File: src/rtl/dff_const_pkg.sv
`default_nettype none
// ============================================================================
//  dff_const_pkg
//  Default parameters and helper for the constant-set register pipeline.
//  Revision: 1.0
// ============================================================================
package dff_const_pkg;

  localparam int          DEF_WIDTH         = 4;
  localparam int          DEF_DEPTH         = 3;
  localparam logic [3:0]  DEF_RESET_VAL     = 4'h0;
  localparam logic [3:0]  DEF_SET_VAL       = 4'hF;
  localparam int          DEF_STABLE_CYCLES = 8;

  // Width of a counter that must represent 0..stable_cycles inclusive.
  function automatic int cnt_w(input int stable_cycles);
    return (stable_cycles < 1) ? 1 : $clog2(stable_cycles + 1);
  endfunction

endpackage : dff_const_pkg
`default_nettype wire

File: src/rtl/dff_stage.sv
`default_nettype none
// ============================================================================
//  dff_stage
//  One pipeline stage: data register plus valid bit, async reset, sync set.
//  Revision: 1.0
// ============================================================================
module dff_stage
  import dff_const_pkg::*;
#(
  parameter int               WIDTH     = DEF_WIDTH,
  parameter logic [WIDTH-1:0] RESET_VAL = WIDTH'(DEF_RESET_VAL),
  parameter logic [WIDTH-1:0] SET_VAL   = WIDTH'(DEF_SET_VAL)
) (
  input  logic             clk,
  input  logic             reset_n,
  input  logic             set,
  input  logic             en,
  input  logic [WIDTH-1:0] d,
  input  logic             d_valid,
  output logic [WIDTH-1:0] q,
  output logic             q_valid
);

  logic [WIDTH-1:0] data_d;
  logic [WIDTH-1:0] data_q;
  logic             valid_d;
  logic             valid_q;

  // Set beats enable; a set stage is considered valid data.
  always_comb begin
    data_d  = data_q;
    valid_d = valid_q;
    if (set) begin
      data_d  = SET_VAL;
      valid_d = 1'b1;
    end else if (en) begin
      data_d  = d;
      valid_d = d_valid;
    end
  end

  always_ff @(posedge clk or negedge reset_n) begin
    if (!reset_n) begin
      data_q  <= RESET_VAL;
      valid_q <= 1'b0;
    end else begin
      data_q  <= data_d;
      valid_q <= valid_d;
    end
  end

  assign q       = data_q;
  assign q_valid = valid_q;

endmodule : dff_stage
`default_nettype wire

File: src/rtl/dff_pipe_const.sv
`default_nettype none
// ============================================================================
//  dff_pipe_const
//  DEPTH-stage register pipeline with valid tracking and a q-stability monitor.
//  Revision: 1.0
// ============================================================================
module dff_pipe_const
  import dff_const_pkg::*;
#(
  parameter int               WIDTH         = DEF_WIDTH,
  parameter int               DEPTH         = DEF_DEPTH,
  parameter logic [WIDTH-1:0] RESET_VAL     = WIDTH'(DEF_RESET_VAL),
  parameter logic [WIDTH-1:0] SET_VAL       = WIDTH'(DEF_SET_VAL),
  parameter int               STABLE_CYCLES = DEF_STABLE_CYCLES
) (
  input  logic                            clk,
  input  logic                            reset_n,
  input  logic                            set,
  input  logic                            en,
  input  logic [WIDTH-1:0]                d,
  output logic [WIDTH-1:0]                q,
  output logic                            q_valid,
  output logic                            q_const,
  output logic [cnt_w(STABLE_CYCLES)-1:0] const_cnt
);

  localparam int               CNT_W  = cnt_w(STABLE_CYCLES);
  localparam logic [CNT_W-1:0] CNT_MAX = CNT_W'(STABLE_CYCLES);

  logic [WIDTH-1:0] stage_data  [DEPTH];
  logic             stage_valid [DEPTH];
  logic [WIDTH-1:0] last_in;
  logic [WIDTH-1:0] q_next;
  logic [CNT_W-1:0] const_cnt_d;
  logic [CNT_W-1:0] const_cnt_q;

  for (genvar i = 0; i < DEPTH; i++) begin : g_stage
    if (i == 0) begin : g_head
      dff_stage #(
        .WIDTH     (WIDTH),
        .RESET_VAL (RESET_VAL),
        .SET_VAL   (SET_VAL)
      ) u_stage (
        .clk     (clk),
        .reset_n (reset_n),
        .set     (set),
        .en      (en),
        .d       (d),
        .d_valid (1'b1),
        .q       (stage_data[i]),
        .q_valid (stage_valid[i])
      );
    end else begin : g_body
      dff_stage #(
        .WIDTH     (WIDTH),
        .RESET_VAL (RESET_VAL),
        .SET_VAL   (SET_VAL)
      ) u_stage (
        .clk     (clk),
        .reset_n (reset_n),
        .set     (set),
        .en      (en),
        .d       (stage_data[i-1]),
        .d_valid (stage_valid[i-1]),
        .q       (stage_data[i]),
        .q_valid (stage_valid[i])
      );
    end
  end

  // Input feeding the last stage, needed to predict q one edge ahead.
  if (DEPTH == 1) begin : g_last_in_single
    assign last_in = d;
  end else begin : g_last_in_chain
    assign last_in = stage_data[DEPTH-2];
  end

  always_comb begin
    q_next = q;
    if (set) begin
      q_next = SET_VAL;
    end else if (en) begin
      q_next = last_in;
    end
  end

  // Saturating run-length of an unchanged q; a set to the current value is no change.
  always_comb begin
    const_cnt_d = const_cnt_q;
    if (q_next != q) begin
      const_cnt_d = '0;
    end else if (const_cnt_q < CNT_MAX) begin
      const_cnt_d = const_cnt_q + 1'b1;
    end
  end

  always_ff @(posedge clk or negedge reset_n) begin
    if (!reset_n) begin
      const_cnt_q <= '0;
    end else begin
      const_cnt_q <= const_cnt_d;
    end
  end

  assign q         = stage_data[DEPTH-1];
  assign q_valid   = stage_valid[DEPTH-1];
  assign const_cnt = const_cnt_q;
  assign q_const   = (const_cnt_q == CNT_MAX);

endmodule : dff_pipe_const
`default_nettype wire

File: config.mk
export PLATFORM = sky130hd
export DESIGN_NAME = dff_pipe_const
export DESIGN_NICKNAME = d
export VERILOG_FILES = /design/src/rtl/dff_const_pkg.sv /design/src/rtl/dff_stage.sv /design/src/rtl/dff_pipe_const.sv
export SDC_FILE = /design/constraint.sdc
export NUM_CORES = 1
export LEC_CHECK = 0
export BUFFER_PORTS_ARGS = -buffer_cell sky130_fd_sc_hd__buf_2
export CORE_AREA = 2 2 49 51
export CTS_CLUSTER_DIAMETER = 100
export CTS_CLUSTER_SIZE = 28
export DETAILED_ROUTE_END_ITERATION = 16
export DIE_AREA = 0 0 51 53
export PLACE_DENSITY = 0.72
export SYNTH_ARGS = -nofsm -noshare
export SYNTH_HDL_FRONTEND = slang
export SYNTH_HIERARCHICAL = 1
export SYNTH_SLANG_ARGS = --single-unit
File: constraint.sdc
create_clock -name clk -period 1.29 [get_ports clk]
set_clock_uncertainty 0.1 [all_clocks]
set_input_delay 0.258 -clock clk [delete_from_list [all_inputs] [get_ports clk]]
set_output_delay 0.258 -clock clk [all_outputs]
set_load 0.02 [all_outputs]
Word-level counts from Yosys, hierarchy flattened

Cells that the tools add are included.

Bits of input ports: 8
Flip-flop bits (word level): 19

$lt $le $gt $ge: 1
Equal/unequal tests: 2
Add/subtract/negate cells: 1
Reductions and logical operators: 2
Muxes and demuxes: 14

Operators by type and width:

| cell                                               | number |
|---|---|
| two-way mux 4 bit                                  | 8 |
| two-way mux 1 bit                                  | 6 |
| adder 4 x 1 -> 4 bit (second input constant)       | 1 |
| == test 4 bit (second input constant)              | 1 |
| less-than comparator 4 bit (second input constant) | 1 |
| inequality test 4 bit                              | 1 |
| nonzero test 2 bit                                 | 2 |

Logic depth before layout (Yosys ltp)

Gate-level depths: netlist (run 1).

Depth after elaboration: 4
Gate-level depth with buffers: 4
Gate-level depth less buffers: 4

Cells and area by module

The synthesis (run 1) kept the hierarchy.

Modules (own cells, without submodules):

| module         | times used | area each (um^2) | seq. area each (um^2) | cells an instance |
|---|---|---|---|---|
| dff_stage      | 3          | 224.0            | 125.1                 | 16 |
| dff_pipe_const | 1          | 316.6            | 100.1                 | 37 |

Least setup slack after synthesis (run 1)

No wires, ideal clock.

Path type: register to output
Start point: register const_cnt_q[0] (netlist: const_cnt[0])
End point: output port q_const
Buffers on the path: 0
Setup slack: -0.101 ns
Arrival: 1.033 ns
Cell stages (with the launch flop): 5
Data required time: 0.932 ns
Cells stage by stage: dfrtp_1 -> inv_1 -> ha_1 -> nand2_1 -> nor2_1

Word-level cells in the longest chain between the ends: 1

Ends and longest elaborated chain:

| element                | line                  | text |
|---|---|---|
| start, declared        | dff_pipe_const.sv:35  | `logic [CNT_W-1:0] const_cnt_q;` |
| start signal, assigned | dff_pipe_const.sv:101 | `const_cnt_q <= const_cnt_d;` |
| == test 4 bit          | dff_pipe_const.sv:108 | `assign q_const = (const_cnt_q == CNT_MAX);` |
| end, declared          | dff_pipe_const.sv:23  | `output logic q_const,` |

No other way between the ends.

Final worst setup path (run 1)

Start point: register const_cnt_q[1] (netlist: const_cnt[1])
End point: output port q_const

The elaborated chain is that of the path after synthesis.

==> impl_metrics.yaml, run 1 <==
logic_synthesis:
  ys_ff_latch: 19
  synthAdderAreaFrac: 0.0253
  avgSynthCellArea_um2: 11.6
  synth_simple_gate_area_share: 0.254
  synth_cell_types: 22
  syn_inst: 85
  synth_top_family_by_area: "simple AND/OR/NAND/NOR gates"
  synthMuxAreaShare: 0.0101
  synth_nets: 95
  synth_compound_area_frac: 0.166
  synth-xor-area-share: 0.0177
  yosysSeqAreaShare: 0.481
  synthesis.area_um2: 988
  yosysWarnings: 6
timing:
  clock.fmax_mhz: 642
  final-hold-violation-count: 0
  min_period_ns: 1.56
  rsz0062_at_grt: "true"
  setup_viol: 6
  fin_crit_sh: 1.21
  maxSlewViolCount: 0
  whs_ns: 0.0579
  worst_slack_ns: -0.267
route:
  viasPerCell: 5.03
  num_vias: 755
  wire_per_inst_um: 12.8
  drt_iter0_drc: 5
  firstDrtPassIters: 3
  routed_wl_mm: 1.92
  ant_nets: 0
  drc: 0
floorplanning:
  core_region_area_mm2: 0.00215
  die-width_um: 51
  rows: 17
  initial_utilization: 0.460
  die_y_um: 53
  io_pins: 18
  dieArea_mm2: 0.00270
hold_path:
  hold_path.startpoint: "d[2]"
  hp-class: "in -> reg"
  worstHoldEndpoint: "g_stage[0].g_head.u_stage/q[2]$_DFFE_PN0P_"
  hold_depth: 2
pwr:
  irDropWorstVdd_mv: 0.949
  powerDensity_mw_per_mm2: 1130
  power.leakage_nw: 0.621
global_route:
  grt_max_degree: 20
  grt_pass1_wl_mm: 3.13
  grt_pass1_vias: 740
  grtUsageTotal: 0.157
  antenna_found_initial: 0
  gr-total-overflow: 0
layout:
  drive_gt1_frac: 0.598
  final_core_utilization: 0.648
  nFillCells: 176
  num_antenna_cells: 0
  synthToLayoutAreaGrowth_pct: 40.9
  stdcell_area_mm2: 0.00139
  final_nets: 133
critical_path:
  worstSetupPathType: "reg -> out"
  crit_family: "flip-flops"
  slowest_stage: "dfrtp_1"
  cp.required_ns: 0.93
  worstPathArrival_ns: 1.20
  r2r_setup_slack_ns: -0.11
  crit_path_end_kind: "primary output"
  crit_path_start: "const_cnt[1]$_DFFE_PN0P_"
  crit_fanout: 2
  worstSetupStartpointType: "flip-flop"
  worst_path_largest_cell_delay_ns: 0.41
  critPathBufInv: 2
  r2r_start: "const_cnt[1]$_DFFE_PN0P_"
  crit_chain: "inv_1, ha_2, nand2_2, nor2_4, buf_6"
  worstReg2RegEnd: "const_cnt[2]$_DFFE_PN0P_"
  r2r_cells: 6
clock_network:
  cts-root-buf: "clkbuf_4"
  clkLatencyLatePin_ns: 0.29
  clkSinkCount: 19
  cts.htree.levels: 1
  cts_buffers: 3
  cts_tree: "yes"
  cts.clk_slew.worst_paths_ns: 0.11
  clk_path_buf_depth: 2
placed_design:
  portBuffers: 17
  hpwlAfterDp_mm: 1.24
  post_dp_cell_area_mm2: 0.00115
  gp_congestion: 0.745
outcome:
  violations: "negative setup slack"
  outcome: "complete, but fails checks"
job:
  maxCapViolations: 0
## worst max path at each step
stage / endpoint / depth (start not counted) / slack, ns
floorplan: const_cnt[0]$_DFFE_PN0P_ / 4 / 0.0005
global placement: const_cnt[2]$_DFFE_PN0P_ / 4 / 0.03
detailed placement: const_cnt[0]$_DFFE_PN0P_ / 4 / -0.06
CTS: q_const / 5 / -0.23
global route: q_const / 5 / -0.33
finish: q_const / 5 / -0.27
## where the power goes
part | leakage, nW | switching [mW] | total, mW | internal (mW)
registers | 0.199 | 0.0451 | 0.698 | 0.653
logic | 0.407 | 0.264 | 0.570 | 0.305
clock network | 0.0150 | 0.185 | 0.305 | 0.120
total | 0.621 | 0.495 | 1.57 | 1.08
## cell usage after synthesis
| library cell | number | area (um^2) |
|---|---|---|
| nor2_1 | 2 | 7.51 |
| xnor2_1 | 1 | 8.76 |
| dfrtp_1 | 19 | 475 |
| a211o_1 | 15 | 131 |
| a31oi_1 | 1 | 6.26 |
| o21ai_0 | 1 | 5.00 |
| nand3_1 | 2 | 10.0 |
| o31ai_2 | 1 | 12.5 |
| nand2_1 | 4 | 15.0 |
| nor2b_4 | 1 | 13.8 |
| o221ai_1 | 1 | 8.76 |
| nor4_1 | 1 | 6.26 |
| nor3_1 | 4 | 20.0 |
| conb_1 | 1 | 3.75 |
| nor2b_2 | 15 | 131 |
| ha_1 | 2 | 25.0 |
| nor2b_1 | 4 | 25.0 |
| and2b_1 | 3 | 22.5 |
| xor2_1 | 1 | 8.76 |
| inv_1 | 2 | 7.51 |
| mux2i_1 | 1 | 10.0 |
| buf_6 | 3 | 33.8 |
## final cells by class
class	instances	area (um^2)	share of cell area
Multi-Input combinational cell	61	554	0.398
Sequential cell	19	480	0.345
Timing Repair Buffer	36	289	0.208
Tap cell	28	35.0	0.0252
Clock buffer	4	26.3	0.0189
Inverter	2	7.51	0.00539
## registers in the layout, indices dropped and copies added, names as in the netlist
| name | flops |
|---|---|
| g_stage.g_head.u_stage/q | 4 |
| g_stage.g_head.u_stage/q_valid | 1 |
| g_stage.g_body.u_stage/q_valid | 2 |
| const_cnt | 4 |
| g_stage.g_body.u_stage/q | 8 |
## layer usage
layer,GRT usage,vias up,routed length [um]
li1,-,375,-
met4,0.0856,0,21
met1,0.183,362,837
met3,0.0198,4,50
met2,0.281,14,1010
met5,0,-,0
## worst register-to-register path: stages, from the launching register on
cell,delay (ns)
dfrtp_1,0.41
buf_4,0.14
buf_6,0.11
ha_1,0.16
and2b_1,0.18
xnor2_2,0.14
nor3_2,0.09
## per-stage QoR
| stage | TNS (ns) | std cells | setup WS (ns) | power, mW |
|---|---|---|---|---|
| 2_1_floorplan | 0 | 85 | 0.000470 | 0.938 |
| 3_3_place_gp | 0 | 136 | 0.0250 | 1.05 |
| 3_5_place_dp | -0.245 | 136 | -0.0645 | 1.07 |
| 4_1_cts | -0.385 | 146 | -0.233 | 1.47 |
| 5_1_grt | -1.08 | 150 | -0.331 | 1.65 |
| 6_report | -0.687 | 150 | -0.267 | 1.57 |
## placed cells by master, fill, tap and decap left out
master | synthesis | routed
a211o_1 | 15 | 15
a31oi_1 | 1 | 1
and2b_1 | 3 | 3
buf_2 | 0 | 10
buf_4 | 0 | 14
buf_6 | 3 | 11
clkbuf_1 | 0 | 1
clkbuf_4 | 0 | 3
conb_1 | 1 | 1
dfrtp_1 | 19 | 15
dfrtp_2 | 0 | 4
dlygate4sd3_1 | 0 | 1
ha_1 | 2 | 1
ha_2 | 0 | 1
inv_1 | 2 | 2
mux2i_1 | 1 | 1
nand2_1 | 4 | 3
nand2_2 | 0 | 1
nand3_1 | 2 | 1
nand3_4 | 0 | 1
nor2_2 | 0 | 1
nor2_4 | 0 | 1
nor2b_1 | 4 | 3
nor2b_2 | 15 | 16
nor2b_4 | 1 | 1
nor3_2 | 0 | 4
nor4_2 | 0 | 1
o21ai_2 | 0 | 1
o221ai_2 | 0 | 1
o31ai_4 | 0 | 1
xnor2_2 | 0 | 1
xor2_1 | 1 | 1
## kinds of logic (layout without fill, tap and decap cells)
kind of cell / count (synthesis) / after routing
XOR/XNOR: 2 / 2
multiplexers: 1 / 1
AND/OR/NAND/NOR: 36 / 36
other: 1 / 1
flip-flops: 19 / 19
adder cells (fa/ha/maj): 2 / 2
AO/OA/AOI/OAI: 19 / 19
buffers and inverters: 5 / 42
## what timing repair did
action,4_1_cts,5_1_grt
hold buffers,1,0
hold endpoints to repair,19,0
setup endpoints to repair,10,15
setup buffers,5,4
pin swaps,5,4
resized for setup,24,14
Power figures use the tool's default switching activity.
==> run 2, diff against run 1 <==
Settings changed: ABC_AREA set to 1, CORE_AREA 2 2 49 51 to 2 2 48 50, DIE_AREA 0 0 51 53 to 0 0 50 52, PLACE_DENSITY 0.72 to 0.71, SYNTH_HIERARCHICAL 1 to unset.
==> impl_metrics.yaml, run 2 <==
layout:
  largest_register_ffs: 8
  synthToLayoutAreaGrowth_pct: 26.2
  num_antenna_cells: 0
  drive_gt1_frac: 0.323
  final_common_cell: "nand2_1"
  final_cell_mix: "nand2_1, dfrtp_1, inv_1, buf_2"
  final_nets: 144
  final_core_utilization: 0.556
  stdcell_area_mm2: 0.00117
pwr:
  power.leakage_nw: 0.593
  irDropWorstVdd_mv: 0.917
  powerDensity_mw_per_mm2: 1230
clock_network:
  clkSinkCount: 19
  cts-root-buf: "clkbuf_4"
  clk_path_buf_depth: 2
  cts.clk_slew.worst_paths_ns: 0.11
  clkLatencyLatePin_ns: 0.30
  cts_buffers: 3
  cts.htree.levels: 1
  cts_tree: "yes"
route:
  viasPerCell: 4.91
  ant_nets: 0
  num_vias: 791
  drt_iter0_drc: 9
  firstDrtPassIters: 4
  wire_per_inst_um: 11.4
  drc: 0
  routed_wl_mm: 1.83
global_route:
  antenna_found_initial: 0
  grt_pass1_vias: 775
  grt_max_degree: 20
  grt_pass1_wl_mm: 3.23
  gr-total-overflow: 0
  grtUsageTotal: 0.168
timing:
  min_period_ns: 1.53
  rsz0062_at_grt: "true"
  final-hold-violation-count: 0
  fin_crit_sh: 1.19
  worstMarginPinSlew_ns: 0.409
  clock.fmax_mhz: 652
  maxSlewViolCount: 0
  worst_slack_ns: -0.245
  max_slew_margin: 0.727
  setup_viol: 4
critical_path:
  r2r_start: "const_cnt[0]$_DFFE_PN0P_"
  r2r_setup_slack_ns: 0.06
  worstReg2RegEnd: "const_cnt[2]$_DFFE_PN0P_"
  worstPathArrival_ns: 1.18
  crit_path_end_kind: "primary output"
  crit_fanout: 2
  r2r_cells: 6
  worstSetupPathType: "reg -> out"
  cp.required_ns: 0.93
  worstSetupStartpointType: "flip-flop"
logic_synthesis:
  avgSynthCellArea_um2: 8.91
  yosysSeqAreaShare: 0.513
  yosysWarnings: 0
  ys.flop_type: "dfrtp_1"
  ys_ff_latch: 19
  synth_nets: 114
  yosysMostFrequentCell: "nand2_1"
  netlist.area_leader.share: 0.513
  synth_area_leader_cell: "dfrtp_1"
  synth_cell_types: 22
  ys_async_sr_fraction: 1.00
  synth_edf_count: 0
  synth_common_cells: "nand2_1, dfrtp_1, inv_1"
  synth.top_cells.by_area: "dfrtp_1, nand2_1, inv_1"
  synthesis.area_um2: 927
  syn_inst: 104
hold_path:
  hold_path.startpoint: "d[3]"
  hp-class: "in -> reg"
  hold_depth: 3
  worstHoldEndpoint: "g_stage[0].g_head.u_stage.q[3]$_DFFE_PN0P_"
placed_design:
  post_dp_cell_area_mm2: 0.00108
  portBuffers: 17
  hpwlAfterDp_mm: 1.27
  place_ws_ns: 0.0258
  gp_congestion: 0.723
floorplanning:
  rows: 17
  dieArea_mm2: 0.00260
  core_region_area_mm2: 0.00211
  initial_utilization: 0.440
  die-width_um: 50
  die_y_um: 52
  io_pins: 18
job:
  maxCapViolations: 0
outcome:
  outcome: "complete, but fails checks"
  violations: "negative setup slack"
## run 2: cell count changes in the layout (fill, tap and decap cells not counted), moves of 4 or more
cell / previous run / this run
nand2_1: 3 / 19
nor2b_2: 16 / 0
a211o_1: 15 / 0
inv_1: 2 / 13
nor2_1: 0 / 11
o21ai_0: 0 / 9
buf_6: 11 / 5
a21oi_1: 0 / 5
nor3_2: 4 / 0
o211ai_1: 0 / 4
## run 2: critical path, cell delays in order, from the launching register on
cell and delay (ns):
dfrtp_1 0.40, inv_1 0.06, ha_1 0.15, nand2_2 0.07
nor2_4 0.09, buf_6 0.12
## run 2: repair_timing
action	4_1_cts	5_1_grt
cloned	0	0
gates resized for setup	8	5
pin swaps	0	1
endpoints found under the setup margin	5	7
hold buffers	1	0
buffers inserted	2	1
endpoints found under the hold margin	19	0
## run 2: area by class of cell
cell class	instances	area, um^2
flip-flops and latches	19	478
multi-input cells	66	364
clock buffers	3	22.5
clock inverters	1	5.00
repair buffers	29	209
well taps	28	35.0
inverters	15	56.3
fillers	195	936
## run 2: metal layers
layer,global-route usage,routed length [um]
met2,0.300,970
met1,0.196,759
met5,0,0
met4,0.0972,38
met3,0.0172,62
## run 2: report_power, final
part | internal (mW) | leakage [nW] | switching, mW | total, mW
Clock | 0.116 | 0.0177 | 0.195 | 0.310
Sequential | 0.652 | 0.197 | 0.0403 | 0.693
Combinational | 0.200 | 0.378 | 0.231 | 0.431
## run 2: worst max path at each step
stage,start,end,slack [ns]
2_1_floorplan,const_cnt[0]$_DFFE_PN0P_,q_const,0.007
3_3_place_gp,const_cnt[0]$_DFFE_PN0P_,q_const,0.08
3_5_place_dp,set,const_cnt[1]$_DFFE_PN0P_,0.03
4_1_cts,const_cnt[1]$_DFFE_PN0P_,q_const,-0.24
5_1_grt,const_cnt[0]$_DFFE_PN0P_,q_const,-0.31
6_report,const_cnt[0]$_DFFE_PN0P_,q_const,-0.24
## run 2: through the flow
step | hold slack (ns) | power (mW) | std cells | TNS, ns
after floorplan | -0.138 | 0.931 | 104 | 0
after global placement | 0.112 | 1.06 | 154 | 0
after detailed placement | 0.116 | 1.07 | 154 | 0
after CTS | 0.0786 | 1.42 | 160 | -0.331
after global routing | 0.0850 | 1.51 | 161 | -0.554
final | 0.0709 | 1.43 | 161 | -0.336
## run 2: kinds of logic after synthesis
logic type | Yosys count | share of synthesized area
adder cells (fa/ha/maj) | 2 | 0.0270
flip-flops | 19 | 0.513
AO/OA/AOI/OAI | 19 | 0.115
buffers and inverters | 19 | 0.105
AND/OR/NAND/NOR | 42 | 0.211
XOR/XNOR | 2 | 0.0189
multiplexers | 1 | 0.0108
